[src/rtl/si_da_decode.sv]
// Destination-address decoder for a byte-wide receive stream: folds the six DA
// bytes into a CRC hash index and unicast/multicast/broadcast/pause flags.
module si_da_decode (
  input  logic        clk_i,
  input  logic        reset_ni,
  input  logic [7:0]  rxd_i,
  input  logic        rxdv_i,
  input  logic        sof_i,
  input  logic        eof_i,
  input  logic [47:0] stadr_i,
  output logic [6:0]  hashv_o,
  output logic        hashe_o,
  output logic        ucad_o,
  output logic        mcad_o,
  output logic        bcad_o,
  output logic        mcadp_o,
  output logic        dat_o
);

  typedef enum logic [1:0] {IDLE, DA, BODY} state_t;

  localparam logic [31:0] CRC_POLY  = 32'h04C1_1DB7;
  localparam logic [47:0] PAUSE_ADR = 48'h0100_00C2_8001;  // byte 0 in [7:0]

  state_t      state, state_nx;
  logic [2:0]  cnt, cnt_nx, idx;
  logic [31:0] crc, crc_nx, crc_byte;
  logic        bc_m, uc_m, mp_m, mc_r;
  logic        bc_nx, uc_nx, mp_nx, mc_nx;
  logic        hash_fire;
  logic [7:0]  st_byte, mp_byte;

  function automatic logic [31:0] crc_step(input logic [31:0] c_in, input logic [7:0] d);
    logic [31:0] c;
    logic        fb;
    c = c_in;
    for (int i = 0; i < 8; i++) begin
      fb = c[31] ^ d[i];
      c  = {c[30:0], 1'b0} ^ (fb ? CRC_POLY : 32'h0);
    end
    return c;
  endfunction

  function automatic logic [7:0] byte_sel(input logic [47:0] v, input logic [2:0] k);
    logic [7:0] b;
    case (k)
      3'd0:    b = v[7:0];
      3'd1:    b = v[15:8];
      3'd2:    b = v[23:16];
      3'd3:    b = v[31:24];
      3'd4:    b = v[39:32];
      default: b = v[47:40];
    endcase
    return b;
  endfunction

  // A SOF byte is always DA byte 0 and seeds the CRC, whatever state we were in.
  always_comb begin
    idx      = sof_i ? 3'd0 : cnt;
    st_byte  = byte_sel(stadr_i, idx);
    mp_byte  = byte_sel(PAUSE_ADR, idx);
    crc_byte = crc_step(sof_i ? 32'hFFFF_FFFF : crc, rxd_i);
  end

  always_comb begin
    state_nx  = state;
    cnt_nx    = cnt;
    crc_nx    = crc;
    bc_nx     = bc_m;
    uc_nx     = uc_m;
    mp_nx     = mp_m;
    mc_nx     = mc_r;
    hash_fire = 1'b0;
    if (rxdv_i) begin
      if (sof_i) begin
        crc_nx   = crc_byte;
        bc_nx    = (rxd_i == 8'hFF);
        uc_nx    = (rxd_i == st_byte);
        mp_nx    = (rxd_i == mp_byte);
        mc_nx    = rxd_i[0];
        cnt_nx   = eof_i ? 3'd0 : 3'd1;
        state_nx = eof_i ? IDLE : DA;
      end else begin
        case (state)
          DA: begin
            crc_nx = crc_byte;
            bc_nx  = bc_m & (rxd_i == 8'hFF);
            uc_nx  = uc_m & (rxd_i == st_byte);
            mp_nx  = mp_m & (rxd_i == mp_byte);
            if (cnt == 3'd5) begin
              hash_fire = 1'b1;
              cnt_nx    = 3'd0;
              state_nx  = eof_i ? IDLE : BODY;
            end else if (eof_i) begin
              cnt_nx   = 3'd0;
              state_nx = IDLE;
            end else begin
              cnt_nx = cnt + 3'd1;
            end
          end
          BODY: if (eof_i) state_nx = IDLE;
          default: ;
        endcase
      end
    end
  end

  always_ff @(posedge clk_i or negedge reset_ni) begin
    if (!reset_ni) begin
      state   <= IDLE;
      cnt     <= 3'd0;
      crc     <= 32'hFFFF_FFFF;
      bc_m    <= 1'b0;
      uc_m    <= 1'b0;
      mp_m    <= 1'b0;
      mc_r    <= 1'b0;
      hashv_o <= 7'd0;
      hashe_o <= 1'b0;
      ucad_o  <= 1'b0;
      mcad_o  <= 1'b0;
      bcad_o  <= 1'b0;
      mcadp_o <= 1'b0;
      dat_o   <= 1'b0;
    end else begin
      state   <= state_nx;
      cnt     <= cnt_nx;
      crc     <= crc_nx;
      bc_m    <= bc_nx;
      uc_m    <= uc_nx;
      mp_m    <= mp_nx;
      mc_r    <= mc_nx;
      hashe_o <= hash_fire;
      // sof+eof on one byte lands in IDLE but still shows a one-cycle dat_o pulse
      dat_o   <= (state_nx != IDLE) | (rxdv_i & sof_i);
      if (hash_fire) begin
        hashv_o <= crc_nx[31:25];
        ucad_o  <= uc_nx;
        mcad_o  <= mc_r;
        bcad_o  <= bc_nx;
        mcadp_o <= mp_nx;
      end
    end
  end

endmodule

[config.mk]
export PLATFORM = sky130hd
export DESIGN_NAME = si_da_decode
export DESIGN_NICKNAME = d
export VERILOG_FILES = /design/src/rtl/si_da_decode.sv
export SDC_FILE = /design/constraint.sdc
export NUM_CORES = 1
export LEC_CHECK = 0
export BUFFER_PORTS_ARGS = -buffer_cell sky130_fd_sc_hd__buf_2
export CORE_MARGIN = 2
export CORE_UTILIZATION = 40
export CTS_CLUSTER_SIZE = 30
export DETAILED_ROUTE_END_ITERATION = 10
export SYNTH_ARGS = -nofsm -noshare
export SYNTH_HDL_FRONTEND = slang
export SYNTH_SLANG_ARGS = --single-unit
[constraint.sdc]
create_clock -name clk_i -period 2.8 [get_ports clk_i]
set_input_delay 0.28 -clock clk_i [delete_from_list [all_inputs] [get_ports clk_i]]
set_output_delay 0.28 -clock clk_i [all_outputs]
set_load 0.05 [all_outputs]
==> flow_summary.json, run 1 <==
{
  "status": "finished clean",
  "multi_input_area_um2": 2400,
  "insertion_delay_ps": 310,
  "layout_common_cells": "buf_2 (73), nand2_1 (62), nor2_1 (57)",
  "p_seq_frac": 0.329,
  "die_height_um": 104,
  "drt-total-wl_um": 9810,
  "synthDistinctLibCells": 58,
  "ir_drop_v": 0.000421,
  "critPathArrivalTime_ps": 2620,
  "p_switching_uw": 1790,
  "clock-root-buffer": "clkbuf_8",
  "critPathMaxFanout": 18,
  "cts_num_sinks": 54,
  "timing.final.hold_violations": 0,
  "critical_path_required_ps": 3040,
  "ant_nets": 0,
  "gp_congestion": 0.852,
  "wl_per_cell_um": 15.1,
  "initial_utilization": 0.412,
  "critPathSlowestCell": "dfrtp_1",
  "dr.pass1.iters": 4,
  "end_kind": "register",
  "num_vias": 3261,
  "num_antenna_cells": 0,
  "worst_r2r_path_depth": 7,
  "rows": 36,
  "viasPerCell": 5.00,
  "ys_warn_count": 0,
  "critPathLaunchType": "register",
  "grt_max_degree": 39,
  "grt_pass1_vias": 3218,
  "max_stage_delay_ps": 770,
  "nets": 583,
  "drv_slew": 0,
  "crit_chain": "or2_2 > o21ai_2 > a211oi_1 > mux2_4 > nor4b_2 > nand3_1 > o21ai_1",
  "core_area_um2": 9730,
  "p_leak_uw": 0.00197,
  "internal_power_uw": 2650,
  "ys_ff_latch": 54,
  "whs_ps": 64.7,
  "synth_ff_type": "dfstp_2",
  "synthToLayoutAreaGrowth_pct": 14.4,
  "cap_viol_max_count": 0,
  "syn-num-nets": 521,
  "syn-instance-count": 456,
  "worst_slew_pin_slew_ps": 841,
  "synth-edff-count": 0,
  "grt_use_total": 0.187,
  "port_buffers": 73,
  "antenna_found_initial": 0,
  "grt_pass1_wl_um": 16500,
  "postCtsResizedCells": 0,
  "async_reset_ff_frac": 1.00,
  "syn_avg_cell_area_um2": 8.78,
  "combPwrFrac": 0.552,
  "hold_path_class": "input port to asynchronous set/reset pin",
  "cts_made_buffers": 5,
  "swShare": 0.404,
  "clkTransAtPathRegs_ps": 100,
  "finalSetupViolations": 0,
  "drtIter0Drc": 122,
  "hpwl_um": 7510,
  "fill_cells": 964,
  "power.density_nw_per_um2": 970,
  "dieArea_um2": 10800,
  "overflow": 0,
  "clk_path_buf_depth": 2,
  "fin_crit_ps": 2380,
  "yosysSeqAreaShare": 0.348,
  "h-tree-depth": 2,
  "relSlewSlack": 0.440,
  "io_pins": 74,
  "setup_tns_ps": 0,
  "register_area_um2": 1390,
  "finalPower_uw": 4440,
  "synth_area_um2": 4000,
  "skew_ps": 3.42,
  "cts_setup_buffers": 0,
  "finalCritPeriodShare": 0.850,
  "crit_type": "register to register",
  "die_x_um": 104,
  "cts_tree": "done",
  "drive_gt1_frac": 0.293,
  "cts_hold_buffers": 0,
  "layout_commonest_cell": "buf_2",
  "fin_util": 0.471,
  "pwr-share-clk": 0.119,
  "fmax_mhz": 420,
  "drc_errors": 0,
  "rsz0062_at_grt": "false"
}
==> sequential cells by signal (all words and copies together), names as in the netlist <==
signal / flops
state: 2
bcad_o: 1
cnt: 3
hashe_o: 1
crc: 32
uc_m: 1
dat_o: 1
mp_m: 1
mcadp_o: 1
bc_m: 1
hashv_o: 7
ucad_o: 1
mcad_o: 1
mc_r: 1
==> cell usage after synthesis, types with 3 or more instances <==
| master | instances | share of area |
|---|---|---|
| buf_4 | 5 | 0.0094 |
| o311ai_0 | 4 | 0.0087 |
| xnor2_1 | 56 | 0.12 |
| nand3_1 | 5 | 0.0062 |
| o21a_1 | 3 | 0.0056 |
| mux2i_1 | 9 | 0.023 |
| nor2b_1 | 5 | 0.0078 |
| a21oi_1 | 7 | 0.0087 |
| clkbuf_1 | 8 | 0.0075 |
| nor2_1 | 57 | 0.053 |
| xor2_1 | 17 | 0.037 |
| dfrtp_1 | 22 | 0.14 |
| nand2_1 | 62 | 0.058 |
| ha_1 | 4 | 0.013 |
| nand4_1 | 5 | 0.0078 |
| mux2_2 | 3 | 0.0084 |
| dfstp_2 | 32 | 0.21 |
| xnor2_2 | 9 | 0.037 |
| a211oi_1 | 5 | 0.0094 |
| nor3_1 | 9 | 0.011 |
| o21ai_0 | 44 | 0.055 |
| o21ai_1 | 5 | 0.0062 |
| o22ai_1 | 6 | 0.0094 |
| nand2b_1 | 6 | 0.0094 |
| a21o_1 | 4 | 0.0075 |
| buf_2 | 11 | 0.014 |
| o221ai_1 | 3 | 0.0066 |
| inv_1 | 10 | 0.0094 |
==> logic make-up (layout without fill, tap and decap cells) <==
group | Yosys count | after routing | synth area share
simple gates | 161 | 161 | 0.178
fa+ha+maj | 4 | 4 | 0.0125
flops | 54 | 54 | 0.348
compound gates | 95 | 95 | 0.147
mux | 13 | 13 | 0.0347
buf+inv | 42 | 105 | 0.0566
xor+xnor | 87 | 87 | 0.224
==> per-stage QoR <==
stage / area [um2] / std cells / setup slack, ps
finish: 4580 / 652 / 419
global route: 4580 / 652 / 213
CTS: 4580 / 652 / 408
detailed placement: 4470 / 644 / 416
global placement: 4470 / 644 / 449
floorplan: 4000 / 456 / 784
==> power by group through the flow <==
stage / registers (uW) / logic [uW] / clock network, uW
after global routing: 1500 / 2710 / 571
after detailed placement: 1470 / 2460 / 0
after CTS: 1460 / 2480 / 548
final: 1460 / 2450 / 529
after floorplan: 1420 / 1970 / 0
after global placement: 1470 / 2440 / 0
==> critical path: cells and delay by family, from the launching register on <==
kind,cells,cell delay (ps)
compound gates,3,530
flops,1,770
mux,1,330
simple gates,3,670
==> final cells by class <==
| cell class | instances | area share |
|---|---|---|
| multi-input cells | 360 | 0.523 |
| flip-flops and latches | 54 | 0.304 |
| repair buffers | 86 | 0.104 |
| well taps | 133 | 0.0363 |
| clock buffers | 6 | 0.0158 |
| inverters | 11 | 0.00901 |
| clock inverters | 2 | 0.00819 |
==> metal layers <==
| layer | vias up | routed length (um) | GRT usage |
|---|---|---|---|
| met1 | 1526 | 4610 | 0.266 |
| met5 | - | 0 | 0 |
| met3 | 12 | 495 | 0.0276 |
| li1 | 1646 | - | - |
| met2 | 77 | 4580 | 0.302 |
| met4 | 0 | 125 | 0.0454 |
==> final timing paths <==
check                               from        to  slack [ps]
worst min-delay path            reset_ni  state[0]          60
min in group clk_i                 eof_i    cnt[0]         220
worst max-delay path              cnt[0]    ucad_o         420
max in group asynchronous       reset_ni    crc[7]        1970
worst min register to register   crc[11]   crc[11]         480
worst max register to register    cnt[0]    ucad_o         420
No activity file was read; power rests on OpenSTA's default activity.
==> run 2: changes to the inputs <==
--- a/config.mk
+++ b/config.mk
@@ -5,11 +5,12 @@
 export SDC_FILE = /design/constraint.sdc
 export NUM_CORES = 1
 export LEC_CHECK = 0
-export BUFFER_PORTS_ARGS = -buffer_cell sky130_fd_sc_hd__buf_2
+export BUFFER_PORTS_ARGS = -buffer_cell sky130_fd_sc_hd__buf_4
 export CORE_MARGIN = 2
 export CORE_UTILIZATION = 40
 export CTS_CLUSTER_SIZE = 30
 export DETAILED_ROUTE_END_ITERATION = 10
+export GPL_TIMING_DRIVEN = 0
 export SYNTH_ARGS = -nofsm -noshare
 export SYNTH_HDL_FRONTEND = slang
 export SYNTH_SLANG_ARGS = --single-unit
==> flow_summary.json, run 2 (same netlist as run 1, synthesis figures left out) <==
{
  "drv_slew": 0,
  "num_antenna_cells": 0,
  "finalSetupViolations": 0,
  "nets": 596,
  "whs_ps": -1.74,
  "layout_common_cells": "buf_4 (73), nand2_1 (62), nor2_1 (57)",
  "critPathTopFamily": "simple AND/OR/NAND/NOR gates",
  "grt_pass1_vias": 3448,
  "critPathLaunchType": "register",
  "setup_tns_ps": 0,
  "layout_commonest_cell": "buf_4",
  "max_stage_delay_ps": 430,
  "drt-total-wl_um": 10900,
  "hold_path_class": "input port to asynchronous set/reset pin",
  "drive_gt1_frac": 0.291,
  "fill_cells": 954,
  "grt_use_total": 0.206,
  "cts_made_buffers": 5,
  "drtIter0Drc": 169,
  "die_x_um": 104,
  "top_layer": "met4",
  "end_kind": "register",
  "clock-root-buffer": "clkbuf_8",
  "ir_drop_v": 0.000414,
  "violations": "hold timing",
  "dr.pass1.iters": 4,
  "relSlewSlack": 0.539,
  "clk_path_buf_depth": 2,
  "io_pins": 74,
  "insertion_delay_ps": 320,
  "critical_path_required_ps": 3040,
  "crit_chain": "buf_4 > buf_4 > nor2_1 > nor3_1 > o311ai_0 > o311ai_0 > nor4_1 > nand3_1 > o21ai_1",
  "multi_input_area_um2": 2390,
  "finalCritPeriodShare": 0.904,
  "grt_max_degree": 55,
  "critPathMaxFanout": 10,
  "skew_ps": 7.41,
  "viasPerCell": 5.17,
  "finalNonFillerCells": 665,
  "dieArea_um2": 10800,
  "critPathSlowestCell": "dfrtp_1",
  "path_depth": 9,
  "wl_met3_um": 497,
  "drc_errors": 0,
  "cts_setup_buffers": 0,
  "wl_met1_um": 5120,
  "grt_pass1_wl_um": 17900,
  "ant_nets": 0,
  "antenna_found_initial": 0,
  "initial_utilization": 0.412,
  "wl_per_cell_um": 16.4,
  "overflow": 0,
  "register_area_um2": 1390,
  "die_height_um": 104,
  "critPathArrivalTime_ps": 2780,
  "worst_r2r_path_depth": 9,
  "rows": 36,
  "fmax_mhz": 395,
  "timing.final.hold_violations": 2,
  "fin_util": 0.490,
  "h-tree-depth": 2,
  "fin_crit_ps": 2530,
  "status": "finished, violations left",
  "clkTransAtPathRegs_ps": 100,
  "postCtsResizedCells": 0,
  "num_vias": 3439,
  "dp_cells": 657,
  "cts_tree": "done",
  "worst_slew_pin_slew_ps": 692,
  "largest_register_ffs": 32,
  "worst-path-buf-inv": 2,
  "cts_hold_buffers": 0,
  "port_buffers": 68,
  "crit_type": "register to register",
  "core_area_um2": 9730,
  "gp_congestion": 0.888,
  "rsz0062_at_grt": "false",
  "cts_num_sinks": 54,
  "wl_met2_um": 5020,
  "hpwl_um": 8230,
  "cap_viol_max_count": 0,
  "synthToLayoutAreaGrowth_pct": 19.1,
  "power.density_nw_per_um2": 921,
  "largest-register": "crc",
  "largestRegisters": "crc: 32 flops, hashv_o: 7 flops, cnt: 3 flops",
  "p_leak_uw": 0.00204
}
## run 2: cell types whose count changed in the layout (fill, tap and decap cells not counted), sizes merged
cell / previous run / this run
inv: 10 / 11
clkbuf: 6 / 16
buf: 86 / 88
bufinv: 1 / 0
clkinv: 1 / 3
clkinvlp: 1 / 0
## run 2: path summary, 6_finish.rpt
check,slack [ps],startpoint,endpoint
min,-2,reset_ni,state[1]
max,270,cnt[0],ucad_o
min reg2reg,470,crc[11],crc[11]
max reg2reg,270,cnt[0],ucad_o
max in group asynchronous,2340,reset_ni,uc_m
min in group clk_i,180,eof_i,state[0]
## run 2: routing by layer
| layer | track usage | vias up |
|---|---|---|
| met2 | 0.325 | 88 |
| li1 | - | 1679 |
| met1 | 0.289 | 1653 |
| met3 | 0.0313 | 19 |
| met4 | 0.0676 | 0 |
| met5 | 0 | - |
## run 2: power by group
group	total [uW]	switching, uW	internal [uW]
combinational	2560	1370	1190
clock	455	278	177
sequential	1380	171	1210
total	4390	1810	2580
## run 2: final cells by class
type,instances,share of cell area
clock inverter,3,0.00394
tap,133,0.0349
buffer,31,0.0388
timing repair buffer,68,0.107
multi-input combinational,360,0.500
clock buffer,5,0.0144
sequential,54,0.292
inverter,11,0.00866
## run 2: metrics by stage
| step | setup slack (ps) | instance area (um2) | total power (uW) |
|---|---|---|---|
| detailed placement | 353 | 4680 | 3930 |
| floorplan | 784 | 4000 | 3390 |
| global placement | 397 | 4680 | 3900 |
| global route | 68.2 | 4770 | 4740 |
| finish | 268 | 4770 | 4390 |
| CTS | 314 | 4770 | 4420 |
